[config.mk]
export PLATFORM = sky130hd
export DESIGN_NAME = led_bar_arbiter
export DESIGN_NICKNAME = d
export VERILOG_FILES = /design/src/rtl/led_bar_arbiter.sv
export SDC_FILE = /design/constraint.sdc
export NUM_CORES = 1
export LEC_CHECK = 0
export BUFFER_PORTS_ARGS = -buffer_cell sky130_fd_sc_hd__buf_2
export CORE_MARGIN = 1
export CORE_UTILIZATION = 50
export CTS_CLUSTER_DIAMETER = 150
export DETAILED_ROUTE_END_ITERATION = 8
export PLACE_DENSITY = 0.75
export SKIP_LAST_GASP = 1
export SYNTH_ARGS = -nofsm -noshare
export SYNTH_HDL_FRONTEND = slang
export SYNTH_SLANG_ARGS = --single-unit
[constraint.sdc]
create_clock -name clk -period 2.8 [get_ports clk]
set_clock_uncertainty 0.2 [all_clocks]
set_input_delay 0.42 -clock clk [delete_from_list [all_inputs] [get_ports clk]]
set_output_delay 0.42 -clock clk [all_outputs]
set_load 0.02 [all_outputs]
[src/rtl/led_bar_arbiter.sv]
`default_nettype none
// ============================================================================
// Module   : led_bar_arbiter
// Brief    : Time-sliced round-robin arbiter sharing one 8-LED bar among four
//            requesters. Optional macro LED_ARB_BLANK_EN inserts a blank
//            period (until the next tick) at every ownership end.
// Revision : 1.0 - initial release
// ============================================================================
module led_bar_arbiter #(
  parameter int unsigned CLK_FREQ    = 48_000_000,
  parameter int unsigned TICK_HZ     = 30,
  parameter int unsigned SLICE_TICKS = 16
) (
  input  logic        clk,
  input  logic        rst_n,
  input  logic [3:0]  req,
  input  logic [31:0] pat,
  output logic [3:0]  grant,
  output logic [7:0]  cats,
  output logic        tick
);

  localparam int unsigned        C_DIV_N     = CLK_FREQ / TICK_HZ;
  localparam int unsigned        C_DIV_W     = (C_DIV_N > 1) ? $clog2(C_DIV_N) : 1;
  localparam logic [C_DIV_W-1:0] C_DIV_MAX   = C_DIV_W'(C_DIV_N - 1);
  localparam logic [7:0]         C_SLICE_MAX = 8'(SLICE_TICKS - 1);

`ifdef LED_ARB_BLANK_EN
  typedef enum logic [1:0] {
    S_IDLE  = 2'd0,
    S_OWN   = 2'd1,
    S_BLANK = 2'd2
  } state_t;
`else
  typedef enum logic [1:0] {
    S_IDLE  = 2'd0,
    S_OWN   = 2'd1
  } state_t;
`endif

  state_t             r_state, w_state_nxt;
  logic [1:0]         r_owner, w_owner_nxt;
  logic [1:0]         r_last_owner, w_last_nxt;
  logic [7:0]         r_slice_cnt, w_slice_nxt;
  logic [C_DIV_W-1:0] r_div;
  logic               r_tick;
  logic [3:0]         r_grant;
  logic [7:0]         r_cats, w_cats_nxt;
  logic [3:0]         w_owner_mask;
  logic               w_other;

  // First set request bit scanning base+1 .. base+4 (mod 4)
  function automatic logic [1:0] f_pick(input logic [1:0] base, input logic [3:0] r);
    logic [1:0] idx;
    logic [1:0] res;
    logic       found;
    res   = base;
    found = 1'b0;
    for (int k = 1; k <= 4; k++) begin
      idx = base + 2'(k);
      if (!found && r[idx]) begin
        res   = idx;
        found = 1'b1;
      end
    end
    return res;
  endfunction

  always_ff @(posedge clk or negedge rst_n) begin
    if (!rst_n) begin
      r_div  <= '0;
      r_tick <= 1'b0;
    end else begin
      r_div  <= (r_div == C_DIV_MAX) ? '0 : r_div + 1'b1;
      r_tick <= (r_div == C_DIV_MAX);
    end
  end

  assign w_owner_mask = 4'b0001 << r_owner;
  assign w_other      = |(req & ~w_owner_mask);

  always_comb begin
    w_state_nxt = r_state;
    w_owner_nxt = r_owner;
    w_last_nxt  = r_last_owner;
    w_slice_nxt = r_slice_cnt;
    case (r_state)
      S_IDLE: begin
        if (|req) begin
          w_state_nxt = S_OWN;
          w_owner_nxt = f_pick(r_last_owner, req);
          w_slice_nxt = '0;
        end
      end
      S_OWN: begin
        // Release outranks expiry when both land on the same clk
        if (!req[r_owner]) begin
          w_last_nxt  = r_owner;
          w_slice_nxt = '0;
`ifdef LED_ARB_BLANK_EN
          w_state_nxt = S_BLANK;
`else
          w_state_nxt = S_IDLE;
`endif
        end else if (r_tick) begin
          if (r_slice_cnt == C_SLICE_MAX) begin
            if (w_other) begin
              w_last_nxt  = r_owner;
              w_slice_nxt = '0;
`ifdef LED_ARB_BLANK_EN
              w_state_nxt = S_BLANK;
`else
              w_owner_nxt = f_pick(r_owner, req);
`endif
            end
          end else begin
            w_slice_nxt = r_slice_cnt + 8'd1;
          end
        end
      end
`ifdef LED_ARB_BLANK_EN
      S_BLANK: begin
        if (r_tick) begin
          w_state_nxt = S_IDLE;
        end
      end
`endif
      default: begin
        w_state_nxt = S_IDLE;
      end
    endcase
  end

  // Bar shows the pattern of whoever held grant on the previous clk
  always_comb begin
    w_cats_nxt = '0;
    if (r_state == S_OWN) begin
      for (int i = 0; i < 4; i++) begin
        if (r_grant[i]) begin
          w_cats_nxt = pat[8*i +: 8];
        end
      end
    end
  end

  always_ff @(posedge clk or negedge rst_n) begin
    if (!rst_n) begin
      r_state      <= S_IDLE;
      r_owner      <= 2'd0;
      r_last_owner <= 2'd3;
      r_slice_cnt  <= '0;
      r_grant      <= '0;
      r_cats       <= '0;
    end else begin
      r_state      <= w_state_nxt;
      r_owner      <= w_owner_nxt;
      r_last_owner <= w_last_nxt;
      r_slice_cnt  <= w_slice_nxt;
      r_grant      <= (r_state == S_OWN) ? w_owner_mask : 4'b0000;
      r_cats       <= w_cats_nxt;
    end
  end

  assign grant = r_grant;
  assign cats  = r_cats;
  assign tick  = r_tick;

endmodule
`default_nettype wire

==> reports/results.md <==
| Metric | This run | Unit |
|:---|:---|:---|
| WL per Instance | 13.6 | um |
| Number of DRC violations after detailed-routing iteration 0 | 75 | - |
| Yosys warnings | 0 | - |
| Post CTS Setup Buffer Count | 0 | - |
| Count of distinct cell types in the synthesized netlist | 52 | - |
| Die footprint | 5680 | sq um |
| Required time reported for the critical path endpoint | 2790 | ps |
| Kind of capture point of the worst setup path | flip-flop | - |
| Number of enable-type register cells in the synthesized netlist | 0 | - |
| Post-Synthesis Net Count | 329 | - |
| Yosys top cell area share | 41.9 | % |
| Sequential fraction of the synthesis area | 43.8 | % |
| CORE AREA | 5140 | sq um |
| Starting utilization of the core area | 52.3 | % |
| Reg-to-reg slack, setup | 260 | ps |
| Number of instances in the synthesized netlist | 285 | - |
| Hold Crit Start | pat[31] | - |
| Master cell of the clock root buffer | sky130_fd_sc_hd__clkbuf_8 | - |
| Fmax achieved | 0.394 | GHz |
| Most common cell after layout, fill and taps aside | sky130_fd_sc_hd__buf_2 | - |
| Initial antenna violation count | 0 | - |
| Number of nets still failing antenna checks after routing | 0 | - |
| Power after layout | 2570 | uW |
| Maximum number of buffers from clock root to sink | 2 | - |
| Sinks on Clock Net | 47 | - |
| GP Congestion | 0.843 | - |
| Leakage | 0.00144 | uW |
| Crit Reg-Reg Startpoint | r_owner[0] | - |
| Setup TNS Final | 0 | ps |
| Area leader, netlist | sky130_fd_sc_hd__dfrtp_1 | - |
| H-tree depth reported by CTS | 2 | - |
| Number of rows in the core area | 26 | - |
| Overall track demand over capacity in global routing | 21.8 | % |
| Final HPWL DP | 4230 | um |
| Worst hold path depth | 4 | - |
| Slew Viols, Final | 0 | - |
| RSZ-0062 raised after global routing | no | - |
| Final hold viol count | 0 | - |
| Final number of setup-violating endpoints | 0 | - |
| Portion of total power attributed to the clock network | 18.5 | % |
| Hold Crit Endpoint | cats[7] | - |
| Class of the tightest hold or removal check | input pin to flip-flop | - |
| Sequential share of power | 38.0 | % |
| R2r worst-path depth | 7 | - |
| Cell-internal power | 1580 | uW |
| Areal power density over the cells | 824 | nW/um^2 |
| Die width | 75.4 | um |
| Synth-to-Final Area Change | 16.0 | % |
| Clock latency reported for the late side of the worst-skew pair | 290 | ps |
| Cells taking the most area after synthesis | sky130_fd_sc_hd__dfrtp_1 42%, sky130_fd_sc_hd__nand2_1 3.8%, sky130_fd_sc_hd__nor2_1 3.8% | - |
| Number of violations of the max-capacitance limit | 0 | - |
| First-pass GRT wire length | 9470 | um |
| Switching component of the power | 995 | uW |
| Largest fanout of any net on the critical path | 6 | - |
| Proportion of synthesized flip-flops having asynchronous set or reset | 100 | % |
| Initial DRT Pass Iterations | 4 | - |
| Transition time at the pin with the least slew margin | 541 | ps |
| Max rail drop VDD | 0.000573 | V |
| Final worst path period share | 90.6 | % |
| Syn Area/Cell | 9.44 | sq um |
| Num ports | 51 | - |
| Relative max-transition margin | 63.9 | % |
| Total of buffers placed on input and output ports | 50 | - |
| Terminus of the critical flop-to-flop path | r_owner[0] | - |
| Clock-pin transition on the worst setup and hold timing paths | 90 | ps |
| Commonest non-fill, non-tap cells in the layout | 50 x sky130_fd_sc_hd__buf_2, 45 x sky130_fd_sc_hd__dfrtp_1, 27 x sky130_fd_sc_hd__nor2_1, 27 x sky130_fd_sc_hd__nand2_1, 17 x sky130_fd_sc_hd__o21ai_0 | - |
| TritonCTS clock tree | yes | - |
| Proportion of layout cells with a drive suffix above 1 | 22.3 | % |
| Via Count | 2249 | - |
| DRT Wirelength | 5550 | um |
| Register bit total from synthesis | 47 | - |
| Number of nets in the layout | 381 | - |
| WS Path Type | flip-flop to flip-flop | - |
| Via-per-instance ratio | 5.53 | - |
| Cell area after synthesis | 2690 | sq um |
| Combinational share of power | 43.5 | % |
| Grt ovf | 0 | - |
| DIE HEIGHT | 75.4 | um |
| Fraction of power spent switching nets | 38.7 | % |
| Prevailing post-synth register cell | sky130_fd_sc_hd__dfrtp_1 | - |
| Final routed DRC violation total | 0 | - |
| Total inserted antenna cells | 0 | - |
| Number of global-route vias before repair | 2178 | - |
| CP startpoint kind | flip-flop | - |
| Pin count of the biggest net entering global routing | 27 | - |
| Final critical delay including setup and external delays | 2540 | ps |
| Result of the run | completed | - |
| Cts bufs inserted | 5 | - |
| Arrival time worst endpoint | 2530 | ps |
cells in the mapped netlist, types with 3 or more instances:
master / count
sky130_fd_sc_hd__and3_1: 3
sky130_fd_sc_hd__a22oi_1: 9
sky130_fd_sc_hd__mux4_2: 4
sky130_fd_sc_hd__nor2b_1: 4
sky130_fd_sc_hd__buf_2: 4
sky130_fd_sc_hd__dfrtp_1: 45
sky130_fd_sc_hd__nand3_1: 14
sky130_fd_sc_hd__nand4_1: 6
sky130_fd_sc_hd__and2_1: 14
sky130_fd_sc_hd__nand2b_1: 3
sky130_fd_sc_hd__inv_1: 6
sky130_fd_sc_hd__a21oi_1: 16
sky130_fd_sc_hd__a211oi_1: 3
sky130_fd_sc_hd__a21o_1: 4
sky130_fd_sc_hd__nor3_1: 5
sky130_fd_sc_hd__ha_1: 6
sky130_fd_sc_hd__xnor2_1: 11
sky130_fd_sc_hd__a31oi_1: 5
sky130_fd_sc_hd__nor2_1: 27
sky130_fd_sc_hd__xor2_1: 8
sky130_fd_sc_hd__nand2_1: 27
sky130_fd_sc_hd__clkbuf_1: 6
sky130_fd_sc_hd__o21ai_0: 17
sky130_fd_sc_hd__or3_1: 4
metrics by stage:
stage | area (sq um) | setup slack (ps) | utilization, % | instances | hold slack, ps
final | 3120 | 264 | 60.7 | 407 | 247
after global routing | 3120 | 111 | 60.7 | 407 | 246
after CTS | 3120 | 260 | 60.7 | 407 | 239
after detailed placement | 3010 | 275 | 58.5 | 399 | 241
after global placement | 3010 | 324 | 58.5 | 399 | 234
after floorplan | 2690 | 167 | - | 285 | -75.6
routing by layer:
layer  up-vias  wire length [um]  GRT usage, %  part of all wire (%)
met4         0               106          7.41                   1.9
met3        12               102          3.31                   1.8
li1       1120                 -             -                     -
met1      1082              2430          25.9                    44
met2        35              2910          40.3                    52
met5         -                 0             0                     0
worst max-delay path, stage by stage, from the launching register on:
cell	delay (ps)
sky130_fd_sc_hd__dfrtp_1	350
sky130_fd_sc_hd__inv_1	80
sky130_fd_sc_hd__ha_1	400
sky130_fd_sc_hd__mux4_2	530
sky130_fd_sc_hd__or3_1	390
sky130_fd_sc_hd__a31oi_2	230
sky130_fd_sc_hd__a31oi_1	70
sky130_fd_sc_hd__o22a_1	180
cell families (layout without fill, tap and decap cells):
group	Yosys count	count (layout)	synth area share [%]
mux	6	6	4.14
buf+inv	19	71	3.40
xor+xnor	19	19	6.19
fa+ha+maj	6	6	2.79
compound gates	66	66	15.8
simple gates	122	122	23.9
flops	47	47	43.8
sequential cells by signal (all words and copies together), names as in the netlist:
name	count
r_slice_cnt	8
r_div	21
r_owner	2
cats	8
grant	4
tick	1
r_last_owner	2
r_state	1
cell type report:
cell class / instances / area [sq um]
Inverter: 7 / 26.3
Clock buffer: 6 / 72.6
Clock inverter: 1 / 30.0
Fill cell: 468 / 2020
Tap cell: 70 / 87.6
Sequential cell: 47 / 1180
Timing Repair Buffer: 57 / 305
Multi-Input combinational cell: 219 / 1420
power by group through the flow:
| stage | sequential (uW) | clock, uW | combinational, uW |
|---|---|---|---|
| 3_5_place_dp | 987 | 0 | 1120 |
| 4_1_cts | 975 | 490 | 1120 |
| 5_1_grt | 1010 | 518 | 1250 |
| 6_report | 977 | 477 | 1120 |
| 2_1_floorplan | 1040 | 0 | 755 |
| 3_3_place_gp | 980 | 0 | 1090 |
repair_timing:
item,CTS,global route
gates resized for setup,0,0
hold endpoints to repair,25,0
hold buffers,1,0
worst max path at each step:
stage,endpoint,slack [ps],depth (start not counted),start
4_1_cts,r_owner[1],260,7,r_owner[0]
3_3_place_gp,r_owner[1],320,7,r_owner[0]
6_report,r_owner[0],260,7,r_owner[0]
3_5_place_dp,r_owner[1],270,7,r_owner[0]
2_1_floorplan,r_owner[0],170,8,r_owner[0]
5_1_grt,r_owner[1],110,7,r_owner[0]
Power figures use the tool's default switching activity.
